==> src/rtl/regfile_sb.sv <==
// regfile_sb: parametrised register file with memory/ALU write-back select and a pending-write scoreboard.
// Define REGFILE_BYPASS_EN to forward same-cycle write-back data to the read ports and mask their hazards.
module regfile_sb #(
    parameter int XLEN   = 32,
    parameter int ADDR_W = 5
) (
    input  logic              clk,
    input  logic              rst,
    input  logic [ADDR_W-1:0] rd_add1,
    input  logic [ADDR_W-1:0] rd_add2,
    output logic [XLEN-1:0]   rd_data1,
    output logic [XLEN-1:0]   rd_data2,
    input  logic              wr_en,
    input  logic [ADDR_W-1:0] wr_add,
    input  logic [XLEN-1:0]   wr_data,
    input  logic              memtoreg,
    input  logic [XLEN-1:0]   meminp,
    input  logic              iss_en,
    input  logic [ADDR_W-1:0] iss_add,
    output logic              hazard1,
    output logic              hazard2,
    output logic [ADDR_W:0]   pend_cnt
);
    localparam int NREGS = 2 ** ADDR_W;
    localparam int CNT_W = ADDR_W + 1;

    logic [XLEN-1:0]  regs_q [NREGS];
    logic [XLEN-1:0]  regs_d [NREGS];
    logic [NREGS-1:0] pending_q;
    logic [NREGS-1:0] pending_d;
    logic [CNT_W-1:0] pend_cnt_q;
    logic [CNT_W-1:0] pend_cnt_d;
    logic [XLEN-1:0]  wsel;
    logic             wr_live;
    logic             iss_live;

    assign wsel     = memtoreg ? meminp : wr_data;
    assign wr_live  = wr_en && (wr_add != '0);
    assign iss_live = iss_en && (iss_add != '0);
    assign pend_cnt = pend_cnt_q;

    always_comb begin
        regs_d = regs_q;
        if (wr_live) begin
            regs_d[wr_add] = wsel;
        end
        regs_d[0] = '0;
    end

    always_comb begin
        pending_d = pending_q;
        if (wr_live) begin
            pending_d[wr_add] = 1'b0;
        end
        // Issue is applied after the clear: a same-cycle reissue belongs to a younger instruction.
        if (iss_live) begin
            pending_d[iss_add] = 1'b1;
        end
        pending_d[0] = 1'b0;
        pend_cnt_d = '0;
        for (int i = 1; i < NREGS; i++) begin
            pend_cnt_d = pend_cnt_d + CNT_W'(pending_d[i]);
        end
    end

    always_comb begin
        rd_data1 = (rd_add1 == '0) ? '0 : regs_q[rd_add1];
        rd_data2 = (rd_add2 == '0) ? '0 : regs_q[rd_add2];
        hazard1  = (rd_add1 != '0) && pending_q[rd_add1];
        hazard2  = (rd_add2 != '0) && pending_q[rd_add2];
`ifdef REGFILE_BYPASS_EN
        if (wr_live && (wr_add == rd_add1)) begin
            rd_data1 = wsel;
            hazard1  = 1'b0;
        end
        if (wr_live && (wr_add == rd_add2)) begin
            rd_data2 = wsel;
            hazard2  = 1'b0;
        end
`endif
    end

    always_ff @(posedge clk) begin
        if (rst) begin
            regs_q     <= '{default: '0};
            pending_q  <= '0;
            pend_cnt_q <= '0;
        end else begin
            regs_q     <= regs_d;
            pending_q  <= pending_d;
            pend_cnt_q <= pend_cnt_d;
        end
    end
endmodule
==> config.mk <==
export PLATFORM = sky130hd
export DESIGN_NAME = regfile_sb
export DESIGN_NICKNAME = d
export VERILOG_FILES = /design/src/rtl/regfile_sb.sv
export SDC_FILE = /design/constraint.sdc
export NUM_CORES = 2
export LEC_CHECK = 0
export CAP_MARGIN = 20
export CORE_MARGIN = 1.5
export CORE_UTILIZATION = 45
export DETAILED_ROUTE_END_ITERATION = 8
export GPL_ROUTABILITY_DRIVEN = 0
export PLACE_DENSITY = 0.73
export SETUP_SLACK_MARGIN = 0.3
export SYNTH_ARGS = -nofsm -noshare
export SYNTH_HDL_FRONTEND = slang
export SYNTH_SLANG_ARGS = --single-unit
==> constraint.sdc <==
create_clock -name clk -period 11.05 [get_ports clk]
set_input_delay 1.6575 -clock clk [delete_from_list [all_inputs] [get_ports clk]]
set_output_delay 1.6575 -clock clk [all_outputs]
set_load 0.01 [all_outputs]
Yosys cells after proc, flatten, opt, wreduce, memory -nomap -nowiden --
Index checks and enable logic that the tools add are counted.
Cells by class: add/sub/neg operators 30, multipliers 0, div/mod/pow operators 0, order comparisons 10, eq/ne operators 0, shifts and indexed selects 0, mux-type cells 22, bitwise operators 6, reduce and logical (&&, ||, !) cells 13
Operators by type and width (count):
- $bwmux W1024 | 1
- $bmux W32 S5 | 2
- $mux W32 | 10
- $demux W32 S5 | 1
- $add A6 B1 Y6 | 25
- $and A32 B32 Y32 | 1
- $not A32 Y32 | 1
- $or A32 B32 Y32 | 1
- $lt A5 B6 Y1 const B | 4
- $reduce_bool A5 Y1 | 4
- $ge A6 B6 Y1 const B | 3
- $not A5 Y6 | 3
- $bmux W1 S5 | 2
- $demux W1 S5 | 2
- $ge A5 B1 Y1 const B | 2
- $logic_not A5 Y1 | 2
- $logic_and A1 B1 Y1 | 7
- $add A5 B1 Y6 | 1
- $lt A6 B1 Y1 const B | 1
- $add A4 B1 Y5 | 1
- $add A3 B1 Y4 | 1
- $mux W1 | 4
- $add A2 B1 Y3 | 1
- $add A1 B1 Y2 | 1
Storage, ports and cells: register bits 1062, bits in latches 0, memory bits (writable) 0, ROM bits 0, output and inout bits 72, word-level logic and storage cells 116, memories 0

Logic depth before layout (Yosys ltp) --
depth in word-level cells 39, gate-level depth with buffers 21, mapped depth without buffers 20

Worst setup path after synthesis --
No wires, ideal clock.
path type input -> register, start point input port iss_add[4], end point register pend_cnt_q[4], in the netlist pend_cnt[4], setup time 0.132 ns, data arrival time 6.717 ns, data required time 10.918 ns, slack 4.202 ns, cell stages on the path 20, path buffers 1, path through clkbuf_1 nor3_1 and3b_1 a22oi_1 fa_1 fa_1 fa_1 inv_1 fa_1 inv_1 fa_1 fa_1 inv_1 fa_1 inv_1 fa_1 nor2b_1 o21ai_0 nor3b_1 nor3_1
On the way: word-level cells in the longest chain between the ends 36
Ends and longest elaborated chain:
- start: declaration | line 19 | input logic [ADDR_W-1:0] iss_add,
- $lt A5 B6 Y1 (implied by the code) / $ge A5 B1 Y1 (equally long branches) | line 57 | pending_d[iss_add] = 1'b1;
- $logic_and A1 B1 Y1 (implied by the code) | line 57
- $mux W1 (implied by the code) | line 57
- $demux W1 S5 | line 57
- $or A32 B32 Y32 (no source line)
- $mux W32 (*) | line 56 | if (iss_live) begin
- $add A1 B1 Y2 | line 62 | pend_cnt_d = pend_cnt_d + CNT_W'(pending_d[i]);
- $add A2 B1 Y3 | line 62
- $add A3 B1 Y4 | line 62
- $add A4 B1 Y5 | line 62
- $add A5 B1 Y6 | line 62
- $add A6 B1 Y6 (24 in a row) | line 62
- $add A6 B1 Y6 (*) | line 62
- end signal: assignment | line 91 | pend_cnt_q <= pend_cnt_d;
- end: declaration | line 31 | logic [CNT_W-1:0] pend_cnt_q;
Mark *: on every way between the ends. The rest lies on a longest branch, timed or not. A chain may end at the register's enable or synchronous reset.

Worst setup path in the final report --
start point input port wr_add[4], end point register pend_cnt_q[4], in the netlist pend_cnt[4]
RTL lines:
- start: declaration | line 14 | input logic [ADDR_W-1:0] wr_add,
- $lt A5 B6 Y1 (implied by the code) / $ge A5 B1 Y1 (equally long branches) | line 53 | pending_d[wr_add] = 1'b0;
- $logic_and A1 B1 Y1 (implied by the code) | line 53
- $mux W1 (implied by the code) | line 53
- $demux W1 S5 | line 53
- $not A32 Y32 (no source line)
- $and A32 B32 Y32 (no source line)
- $mux W32 (*) | line 52 | if (wr_live) begin
- $or A32 B32 Y32 (no source line)
- $mux W32 (*) | line 56
- via pending_d[18] | line 30 | logic [NREGS-1:0] pending_d;
- $add A6 B1 Y6 (*) (14 in a row) | line 62
The timed path passes the listed nets; every way through them passes the cells marked *.

==> summary.md <==
The flow ran to the end, and the final reports show no timing, DRC or antenna violations. Clock-pin slew was measured on the worst setup and hold paths at 0.06 ns. The compound-cell area share of the yosys netlist came out at 0.206. The worst setup path is captured at a flip-flop. Total power density per cell area: 147 nW/um^2. The floorplan core area was 113000 um^2. For this block, the routed nets add up to 174000 um of wire. The run gives 0 as the post-CTS setup-driven buffer insertion count. The global-route wire length before repair is 259000 um, and the footprint of the flip-flops and latches is 20600 um^2. Of all cell types, the one taking the most synthesized area is dfxtp_1. In this run, post-CTS hold repair placed 0 buffers. The routed design uses 17100 um of met3 wire. Vertical extent of the die: 341 um. Synthesized area divided by synthesized cell count: 10.2 um^2.

The largest family of logic cells by synthesized area was multiplexers. The number of enable flip-flop cells after synthesis was 0; the top cell type's share of synthesized area was 0.401. The signed area change from the synthesized netlist to the final layout is 11.5%, and the maximum fanout along the worst path is 65.

Element type at the critical path start: an input port. The number of register bits inferred by synthesis came out at 1029. Simple-gate area share of the yosys netlist: 0.105. For this run, design rule violations remaining after detail routing come to 0.

For the total grt overflow, the log shows 0. The filler cell count in the final layout is 9774, and the global-route usage over all layers is 0.292. The critical path starts at wr_add[4]. The post-placement worst setup slack came out at 2.37 ns.

The floorplan die area was 116000 um^2; the net count after synthesis was 5139. The tools report the count of instances resized after the clock tree is built as 0. STA puts the critical path data arrival time at 8.64 ns. Entering global routing, the biggest net connects 254 pins. The xor-xnor portion of the synthesized cell area is 0.000170. The die is 341 um wide. The detailed-routing wirelength on met1 was 65800 um. The count of max-cap constraint violations is 0. The critical path in this run is classified as in2reg. The number of global-route vias before repair came out at 40500.

In this run the top signal layer used is met5. The proportion of synthesized area in mux cells was 0.222; the smallest setup slack after layout was 2.94 ns. The final count of negative-setup-slack endpoints came out at 0.

TritonCTS built the clock tree. The average wire per cell in the routed design works out to 27.3 um. The worst register-to-register path has a setup slack of 5.81 ns.

For the worst-skew pair, the clock arrives at the later sink with an insertion delay of 0.68 ns. The capturing point of the worst reg2reg path was pend_cnt[4]. The floorplan has 123 rows. The area of the multi-input gates was 28400 um^2.

The share of the clock period used by the worst path is 0.734. 161 I/O pins were placed. In this run the remaining antenna-violating nets after routing total 0.

The tools report the clock root buffer as clkbuf_16. For the number of levels the H-tree was split into, the log shows 3. Setup repair after global routing left no endpoint under its margin.

The share of cells above drive strength 1 is 0.176, and the final period demand of the worst path is 8.11 ns. The adder-cell share of the synthesized area was 0.0107. The prevailing post-synth register cell is dfxtp_1. At the pin with the least slew margin, the transition time is 1.34 ns. The sequential area share after synthesis was 0.401. Worst endpoint required time: 11.58 ns. The HPWL after detailed placement is 95800 um. Derived from the worst setup path, the maximum achievable clock frequency is 123 MHz. In this run the static leakage power is 18.2 nW. The routed layout has 42400 vias. The number of buffers inserted during clock tree synthesis is 104, and the mean number of vias per cell is 6.67. For the number of slew-limit violations in the final report, the log shows 0.

Met2 routed wirelength: 79600 um. The net total in the final layout was 4887; the final worst clock skew was 0.0128 ns. After synthesis, the cell types taking the most area are dfxtp_1 40%, mux4_2 18%, a211oi_1 14%. Setup total negative slack on the finished layout was measured at 0 ns.

The min-delay analysis places its worst path in the category reg2reg. The async set-reset flop share out of synthesis is 0. The mapped netlist covers 51400 um^2. The origin of the critical flop-to-flop path was pending_q[28].

The CTS sink count is 1029, and the port buffer count is 160. The cell count of the worst reg-to-reg path works out to 17. The detailed router finished its first iteration with 5226 violations. The buffer depth of the longest clock path was 3. The number of failing hold endpoints at the final stage is 0, and the initial antenna violation count is 3. IR analysis of the VDD net gives a maximum drop of 0.130 mV.

The critical path capture point is pend_cnt[4]. The Yosys step of the flow raised 0 warnings. Counting every instance in the synthesized netlist gives 5020.

The initial core utilization is 0.455, and the count of distinct cell types in the synthesized netlist is 61. The tools report the tightest slew margin relative to the limit as 0.107. The tools report the total iterations of the first detailed-routing run as 7.
==> through the flow <==
stage / cells / hold WS [ns] / area, um^2 / utilization / total power, mW
final: 6356 / 0.507 / 57300 / 0.508 / 8.44
after global routing: 6355 / 0.525 / 57300 / 0.508 / 8.66
after CTS: 6350 / 0.509 / 57200 / 0.507 / 8.44
after detailed placement: 6157 / 0.500 / 53500 / 0.475 / 4.72
after global placement: 6151 / 0.493 / 53400 / 0.474 / 4.70
after floorplan: 5020 / 0.484 / 51400 / - / 4.40
==> cell usage after synthesis, types with 7 or more instances <==
cell and number:
nor2_2 17, a211oi_1 992, buf_1 22, a22o_1 63, and3b_1 9, nand2_1 77, a221o_1 45, buf_2 161
o21ai_0 25, mux4_2 419, buf_6 12, nor3_1 37, and2_1 15, mux2_2 66, buf_4 27, mux2i_1 121
nor2b_1 30, nor2_1 1024, ha_1 7, inv_1 31, dfxtp_1 1029, o22ai_1 65, clkbuf_1 398, a21oi_1 10
a31oi_1 41, a211o_1 17, o21ai_1 7, fa_1 23, a22oi_1 133, nand2b_1 17, nand3_1 22
==> flip-flops by register name, summed over array words and instances (netlist names) <==
signal / cells
pending_q: 31
regs_q: 992
pend_cnt: 6
==> cells in the final DEF, fill, tap and decap left out, types with 6 or more instances in the layout <==
| master | count |
|---|---|
| a21oi_1 | 10 |
| ha_1 | 7 |
| nor2_4 | 25 |
| nor2_1 | 1015 |
| o22ai_1 | 65 |
| a31oi_1 | 41 |
| nor3_1 | 37 |
| nand3_1 | 21 |
| nor2b_1 | 27 |
| buf_12 | 17 |
| and2_1 | 6 |
| mux2i_1 | 89 |
| a22o_1 | 63 |
| and3b_1 | 7 |
| o21ai_0 | 25 |
| and2_4 | 7 |
| mux2i_4 | 17 |
| mux2i_2 | 15 |
| nand4_1 | 6 |
| clkdlybuf4s50_1 | 152 |
| mux2_2 | 66 |
| bufinv_16 | 13 |
| inv_1 | 31 |
| a22oi_1 | 133 |
| and3_1 | 6 |
| dfxtp_1 | 1029 |
| o21ai_1 | 7 |
| clkbuf_1 | 22 |
| a211o_1 | 17 |
| a211oi_1 | 992 |
| clkinv_2 | 12 |
| fa_1 | 23 |
| nand2b_1 | 16 |
| clkbuf_8 | 27 |
| nand2_1 | 77 |
| a221o_1 | 45 |
| clkbuf_16 | 104 |
| buf_4 | 86 |
| mux4_2 | 419 |
==> cell families (layout without fill, tap and decap cells) <==
logic type / count (synthesis) / count (layout)
AO/OA/AOI/OAI: 1414 / 1414
AND/OR/NAND/NOR: 1288 / 1288
flip-flops: 1029 / 1029
buffers and inverters: 651 / 486
multiplexers: 607 / 607
adder cells (fa/ha/maj): 30 / 30
XOR/XNOR: 1 / 1
other: 0 / 1
==> worst min path at each step <==
stage          cells past startpoint  slack [ns]         from           to
3_5_place_dp                       2        0.50  regs_q[319]  regs_q[319]
5_1_grt                            2        0.53  regs_q[186]  regs_q[186]
6_report                           2        0.51   regs_q[44]   regs_q[44]
3_3_place_gp                       2        0.49  regs_q[179]  regs_q[179]
2_1_floorplan                      2        0.48  regs_q[899]  regs_q[899]
4_1_cts                            2        0.51  regs_q[319]  regs_q[319]
==> critical path: stages <==
cell and delay, ns:
clkdlybuf4s50_1 0.83, and4bb_2 0.41, and2_4 0.90, o21ai_0 0.33, fa_1 0.61, inv_1 0.05, fa_1 0.45, fa_1 0.49
inv_1 0.06, fa_1 0.53, inv_1 0.05, fa_1 0.46, fa_1 0.52, inv_1 0.06, fa_1 0.41, inv_1 0.10
fa_1 0.19, nor2b_1 0.06, o21ai_0 0.20, nor3b_1 0.21, nor3_1 0.06
==> final cells by class <==
class                      count  share of cell area
antenna                        1           0.0000437
clock buffer                 153              0.0533
clock inverter                40              0.0106
inverter                      31             0.00203
multi-input combinational   3340               0.496
sequential                  1029               0.360
tap                         1500              0.0328
timing repair buffer         262              0.0455
==> power breakdown <==
group | internal, mW | leakage (nW) | switching (mW)
combinational | 0.305 | 8.10 | 0.561
sequential | 3.76 | 8.31 | 0.0367
clock | 2.23 | 1.79 | 1.55
total | 6.29 | 18.2 | 2.14
==> per-layer routing <==
metal | track usage | vias to the layer above
li1 | - | 18700
met1 | 0.374 | 20700
met2 | 0.460 | 2407
met3 | 0.0563 | 593
met4 | 0.173 | 4
met5 | 0 | -
No activity file was read; power rests on OpenSTA's default activity.
